[src/rtl/mem_arb_pkg.sv]
// Shared types and constants for the two-port memory arbiter.
package mem_arb_pkg;

  typedef enum logic {
    IDLE = 1'b0,
    BUSY = 1'b1
  } state_e;

  // Port indices: data cache controller and instruction cache
  localparam logic PORT_D = 1'b0;
  localparam logic PORT_I = 1'b1;

  // Arbitration policies
  localparam logic PRIO_RR    = 1'b0;
  localparam logic PRIO_FIXED = 1'b1;

endpackage

[src/rtl/rr_arb2.sv]
// Combinational two-request picker: round-robin on ties, or fixed priority to port 0.
module rr_arb2
  import mem_arb_pkg::*;
(
  input  logic [1:0] req_i,
  input  logic       last_i,
  input  logic       mode_i,
  output logic       gnt_valid_o,
  output logic       gnt_idx_o
);

  // Pick a winner; on a tie round-robin favours the port that did not win last
  always_comb begin
    gnt_valid_o = |req_i;
    gnt_idx_o   = PORT_D;
    unique case (req_i)
      2'b01:   gnt_idx_o = PORT_D;
      2'b10:   gnt_idx_o = PORT_I;
      2'b11:   gnt_idx_o = (mode_i == PRIO_FIXED) ? PORT_D : ~last_i;
      default: gnt_idx_o = PORT_D;
    endcase
  end

endmodule

[src/rtl/mem_arbiter.sv]
// Shares one off-chip memory port between the dcache controller (port 0)
// and the instruction cache (port 1), one transaction at a time.
module mem_arbiter
  import mem_arb_pkg::*;
#(
  parameter int unsigned DATA_W    = 256,
  parameter int unsigned ADDR_W    = 32,
  parameter int unsigned PRIO_MODE = 0,
  parameter int unsigned TIMEOUT   = 64
) (
  input  logic              clk_i,
  input  logic              rst_i,
  input  logic              p0_enable_i,
  input  logic              p0_write_i,
  input  logic [ADDR_W-1:0] p0_addr_i,
  input  logic [DATA_W-1:0] p0_data_i,
  output logic [DATA_W-1:0] p0_data_o,
  output logic              p0_ack_o,
  input  logic              p1_enable_i,
  input  logic              p1_write_i,
  input  logic [ADDR_W-1:0] p1_addr_i,
  input  logic [DATA_W-1:0] p1_data_i,
  output logic [DATA_W-1:0] p1_data_o,
  output logic              p1_ack_o,
  output logic              mem_enable_o,
  output logic              mem_write_o,
  output logic [ADDR_W-1:0] mem_addr_o,
  output logic [DATA_W-1:0] mem_data_o,
  input  logic [DATA_W-1:0] mem_data_i,
  input  logic              mem_ack_i,
  output logic              busy_o,
  output logic              timeout_o
);

  // Counter is wide enough to hold TIMEOUT, so saturation never hides the threshold
  localparam int unsigned      CNT_W    = (TIMEOUT < 2) ? 1 : $clog2(TIMEOUT + 1);
  localparam logic [CNT_W-1:0] CNT_MAX  = {CNT_W{1'b1}};
  localparam logic             ARB_MODE = (PRIO_MODE != 0) ? PRIO_FIXED : PRIO_RR;

  state_e              state_q;
  logic                grant_q;
  logic                last_q;
  logic                mem_en_q;
  logic                mem_wr_q;
  logic [ADDR_W-1:0]   mem_addr_q;
  logic [DATA_W-1:0]   mem_data_q;
  logic                busy_q;
  logic                timeout_q;
  logic [CNT_W-1:0]    cnt_q;

  logic                gnt_valid;
  logic                gnt_idx;
  logic                wr_d;
  logic [ADDR_W-1:0]   addr_d;
  logic [DATA_W-1:0]   data_d;
  logic [CNT_W-1:0]    cnt_d;
  logic                timeout_hit;

  rr_arb2 u_pick (
    .req_i       ({p1_enable_i, p0_enable_i}),
    .last_i      (last_q),
    .mode_i      (ARB_MODE),
    .gnt_valid_o (gnt_valid),
    .gnt_idx_o   (gnt_idx)
  );

  // Route the winning port's command fields toward the output registers
  always_comb begin
    wr_d   = p0_write_i;
    addr_d = p0_addr_i;
    data_d = p0_data_i;
    if (gnt_idx == PORT_I) begin
      wr_d   = p1_write_i;
      addr_d = p1_addr_i;
      data_d = p1_data_i;
    end
  end

  // Saturating wait count and watchdog threshold on the count being entered
  always_comb begin
    cnt_d       = (cnt_q == CNT_MAX) ? cnt_q : cnt_q + CNT_W'(1);
    timeout_hit = (TIMEOUT != 0) && (32'(cnt_d) >= TIMEOUT - 1);
  end

  // Transaction FSM with registered memory command, busy and watchdog flag
  always_ff @(posedge clk_i) begin
    if (rst_i) begin
      state_q    <= IDLE;
      grant_q    <= PORT_D;
      last_q     <= PORT_I;
      mem_en_q   <= 1'b0;
      mem_wr_q   <= 1'b0;
      mem_addr_q <= '0;
      mem_data_q <= '0;
      busy_q     <= 1'b0;
      timeout_q  <= 1'b0;
      cnt_q      <= '0;
    end else begin
      unique case (state_q)
        IDLE: begin
          if (gnt_valid) begin
            state_q    <= BUSY;
            grant_q    <= gnt_idx;
            last_q     <= gnt_idx;
            mem_en_q   <= 1'b1;
            mem_wr_q   <= wr_d;
            mem_addr_q <= addr_d;
            mem_data_q <= data_d;
            busy_q     <= 1'b1;
            cnt_q      <= '0;
          end
        end
        BUSY: begin
          cnt_q <= cnt_d;
          if (mem_ack_i) begin
            state_q  <= IDLE;
            mem_en_q <= 1'b0;
            busy_q   <= 1'b0;
          end else if (timeout_hit) begin
            timeout_q <= 1'b1;
          end
        end
      endcase
    end
  end

  assign mem_enable_o = mem_en_q;
  assign mem_write_o  = mem_wr_q;
  assign mem_addr_o   = mem_addr_q;
  assign mem_data_o   = mem_data_q;
  assign busy_o       = busy_q;
  assign timeout_o    = timeout_q;

  // Read data is broadcast; the ack qualifies it for the granted port only
  assign p0_data_o = mem_data_i;
  assign p1_data_o = mem_data_i;
  assign p0_ack_o  = mem_ack_i & (state_q == BUSY) & (grant_q == PORT_D);
  assign p1_ack_o  = mem_ack_i & (state_q == BUSY) & (grant_q == PORT_I);

endmodule

[config.mk]
export PLATFORM = sky130hd
export DESIGN_NAME = mem_arbiter
export DESIGN_NICKNAME = d
export VERILOG_FILES = /design/src/rtl/mem_arb_pkg.sv /design/src/rtl/rr_arb2.sv /design/src/rtl/mem_arbiter.sv
export SDC_FILE = /design/constraint.sdc
export NUM_CORES = 1
export LEC_CHECK = 0
export BUFFER_PORTS_ARGS = -buffer_cell sky130_fd_sc_hd__buf_4
export CAP_MARGIN = 40
export CORE_AREA = 2 2 640 642
export CTS_BUF_LIST = sky130_fd_sc_hd__clkbuf_8
export DETAILED_ROUTE_END_ITERATION = 16
export DIE_AREA = 0 0 642 644
export HOLD_SLACK_MARGIN = 0.08
export SETUP_SLACK_MARGIN = 0.05
export SYNTH_ARGS = -nofsm -noshare
export SYNTH_HDL_FRONTEND = slang
export SYNTH_SLANG_ARGS = --single-unit
[constraint.sdc]
create_clock -name clk_i -period 1.3 [get_ports clk_i]
set_input_delay 0.065 -clock clk_i [delete_from_list [all_inputs] [get_ports clk_i]]
set_output_delay 0.065 -clock clk_i [all_outputs]
set_load 0.01 [all_outputs]
==> summary.md <==
| Metric | Value |
|---|---|
| Status | `complete, but fails checks` |
| Failing checks | `setup timing` |
| Critical R2R Capture | `mem_data_o[197]` |
| Synth Flop Type | `dfxtp_1` |
| PortBufs | `876` |
| CTS clk-pin slew, worst paths | `0.06 ns` |
| Top post-synthesis cells by area | `dfxtp_1 (34%), buf_4 (22%), a311oi_2 (13%)` |
| WP buf/inv | `5` |
| Slew @ Worst Pin | `0.657 ns` |
| Drt drc | `0` |
| Synthesized netlist cell count | `2199` |
| Post-layout util | `0.118` |
| Stages on worst setup path | `9` |
| Core box area | `408000 sq um` |
| R2r worst-path depth | `7` |
| Min Tclk post-route | `1.93 ns` |
| Netlist cell types | `40` |
| FF+latch count, synth | `301` |
| Final Net Count | `4688` |
| Num rows | `235` |
| Post-DP HPWL | `268 mm` |
| Avg WL per Cell | `35.0 microns` |
| CP Capture Type | `flip-flop` |
| Worst Skew | `0.0596 ns` |
| Worst-path maximum fanout | `16` |
| Post-synthesis cell area | `17900 sq um` |
| Seq pwr share | `0.274` |
| Fin crit share | `1.48` |
| Max_cap viols | `0` |
| Reg2reg setup slack | `-0.59 ns` |
| RSZ-0062 raised after global routing | `yes` |
| Initial Utilization | `0.0439` |
| Synth area leader | `dfxtp_1` |
| Fillers | `45900` |
| Max IR drop VDD | `0.000537 V` |
| Placement Setup Slack | `-0.508 ns` |
| Sequence of cells on the critical path | `buf_4, dlygate4sd3_1, nor2_1, nor2_4, buf_4, buf_12, buf_16, nor2_1, a311oi_2` |
| Share of the synthesized area in the top cell type | `0.337` |
| Req. time, crit path | `1.97 ns` |
| Clock buffer depth | `4` |
| Final wirelength | `330 mm` |
| Yosys Warn Count | `0` |
| Worst setup path start | `p1_enable_i` |
| Max Freq | `0.519 GHz` |
| Die X | `642 microns` |
| Initial antenna violation count | `258` |
| Switching pwr | `14.6 mW` |
| Hold Vio Cnt, Final | `0` |
| Post-synth EDFFs | `0` |
| CP max stage delay | `0.97 ns` |
| IO Count | `1645` |
| Clock root cell | `clkbuf_8` |
| Sink Count | `301` |
| H-tree levels | `3` |
| Area grow syn2layout | `168%` |
| Sw Share | `0.358` |
| Pins Over Slew Limit | `0` |
| Sequential share of the synthesized area | `0.337` |
| Max_slew headroom | `0.561` |
| Post-synthesis async set-or-reset flop share | `0` |
| Iter 0 DRT Violations | `2390` |
| Final instance area | `48000 sq um` |
| R2R Path Start | `state_q` |
| Vias in the first global route | `24300` |
| Via count | `27100` |
| Die H | `644 microns` |
| Pwr Density | `852 nW/um^2` |
| Comb power frac | `0.413` |
| GR Overflow Total | `0` |
| Clock Latency Late Sink | `0.89 ns` |
| First-pass GRT wire length | `368 mm` |
| CTS buffer count | `71` |
| Crit-path leading delay family | `buffers and inverters` |
| Hold/Removal Path Class | `input pin to primary output` |
| P_leak | `18.8 nW` |
| Tot GR Track Use | `0.145` |
| Synth Area per Inst | `8.13 sq um` |
| Fin worst setup slack | `-0.628 ns` |
| Final cell count without fillers | `9426` |
| CTS tree | `done` |
| Placed insts | `7973` |
| Placed Area | `28000 sq um` |
| Pre-antenna DRT Iters | `5` |
| Setup crit end | `mem_data_o[197]` |
| Largest net degree at the start of global routing | `76` |
| Startpoint types | `input pin` |
| Slowest CP cell | `dlygate4sd3_1` |
| Critical path class | `input pin to flip-flop` |
| Gp weighted congestion | `0.884` |
| Layout cells sized above 1 | `0.577` |
| Critical Path AT | `2.60 ns` |
| Clock Power Share | `0.313` |
| Vias/cell | `2.87` |
| Setup violators final | `589` |
| Die area | `413000 sq um` |
| Int Pwr | `26.2 mW` |
| Hold slack | `0.130 ns` |
| ANT nets after route | `0` |
| Syn nets | `3039` |
[cell usage after synthesis (all sizes together) (2+ instances only)]
cell / number
a21oi: 7
nand2: 586
a211oi: 4
a311oi: 290
o21ai: 3
nor3: 3
dfxtp: 301
nand3: 3
nor3b: 2
buf: 639
clkbuf: 39
a31oi: 3
inv: 3
a32oi: 2
nor2: 298
[layout by cell type (no fill, tap or decap), types with 2 or more instances in the layout]
master / count
dlygate4sd3_1: 962
buf_4: 755
nand2_1: 342
buf_6: 312
dfxtp_2: 282
a311oi_2: 239
nor2_1: 229
nand2_4: 140
nand2_2: 102
clkbuf_8: 85
buf_12: 81
diode_2: 79
buf_8: 54
a311oi_1: 51
buf_16: 50
nor2_4: 42
clkbuf_16: 37
nor2_2: 27
inv_1: 26
dfxtp_4: 14
a21oi_1: 6
bufinv_16: 5
dfxtp_1: 5
clkinv_2: 4
nand2_8: 3
nand3_1: 3
o21ai_1: 3
a31oi_1: 3
nor3_4: 2
a211oi_2: 2
a32oi_1: 2
a211oi_1: 2
nor3b_1: 2
inv_6: 2
clkinvlp_4: 2
bufbuf_16: 2
[what timing repair did]
action,in CTS,in global routing
hold buffers,962,0
gates resized for setup,216,1259
setup endpoints to repair,592,594
endpoints found under the hold margin,301,0
pin swaps,77,351
buffers inserted,75,154
gates cloned,48,42
[worst reg2reg max path, delay by kind of cell (launching register included)]
family | cells | cell delay (ns)
and+or+nand+nor | 2 | 0.30
DFF | 1 | 0.35
buffers and inverters | 4 | 0.70
AOI/OAI and AO/OA | 1 | 0.37
[registers in the layout, summed over array words and instances, names as in the netlist]
register,count
busy_o,1
cnt_q,7
grant_q,1
last_q,1
mem_addr_o,32
mem_data_o,256
mem_write_o,1
state_q,1
timeout_o,1
[cell families (layout without fill, tap and decap cells)]
family / after synthesis / after routing / synth area share
buffers and inverters: 681 / 2377 / 0.266
AND/OR/NAND/NOR: 899 / 900 / 0.192
AO/OA/AOI/OAI: 316 / 316 / 0.204
other: 0 / 79 / 0
adder cells (fa/ha/maj): 1 / 1 / 0.000699
XOR/XNOR: 1 / 1 / 0.000490
flip-flops: 301 / 301 / 0.337
[worst min-delay path by stage]
stage,from,to,slack [ns],cells past startpoint
floorplan,mem_ack_i,busy_o,0.16,1
detailed placement,mem_data_i[136],p0_data_o[136],0.13,0
CTS,p0_enable_i,mem_data_o[6],-0.06,8
finish,mem_data_i[10],p0_data_o[10],0.13,0
global placement,mem_data_i[136],p0_data_o[136],0.13,0
global route,p0_enable_i,mem_data_o[6],0.11,8
[area by class of cell]
type | count | area [sq um] | area share
repair buffers | 2253 | 23600 | 0.492
multi-input cells | 1218 | 9450 | 0.197
well taps | 5451 | 6820 | 0.142
flip-flops and latches | 301 | 6430 | 0.134
clock buffers | 85 | 1170 | 0.0244
clock inverters | 36 | 289 | 0.00602
diodes | 79 | 198 | 0.00412
inverters | 3 | 11.3 | 0.000235
[stage by stage]
stage                     power (mW)  TNS [ns]
after global routing            42.3   -194.11
after CTS                       37.3   -190.56
final                           40.9   -149.08
after detailed placement        19.2   -105.58
after global placement          19.1   -104.61
after floorplan                 15.9         0
[power groups by stage]
stage / clock [mW] / sequential (mW) / combinational [mW]
final: 12.8 / 11.2 / 16.9
after global routing: 13.5 / 11.3 / 17.5
after CTS: 13.0 / 10.7 / 13.5
after detailed placement: 0 / 10.9 / 8.29
after global placement: 0 / 10.9 / 8.25
after floorplan: 0 / 11.2 / 4.67
[routing by layer]
layer,track usage,share of wire,vias up
met5,0.0219,0.0073,-
met4,0.0727,0.074,189
met3,0.125,0.19,1110
met2,0.245,0.46,3004
met1,0.114,0.26,12400
li1,-,-,10400
Power figures use the tool's default switching activity.
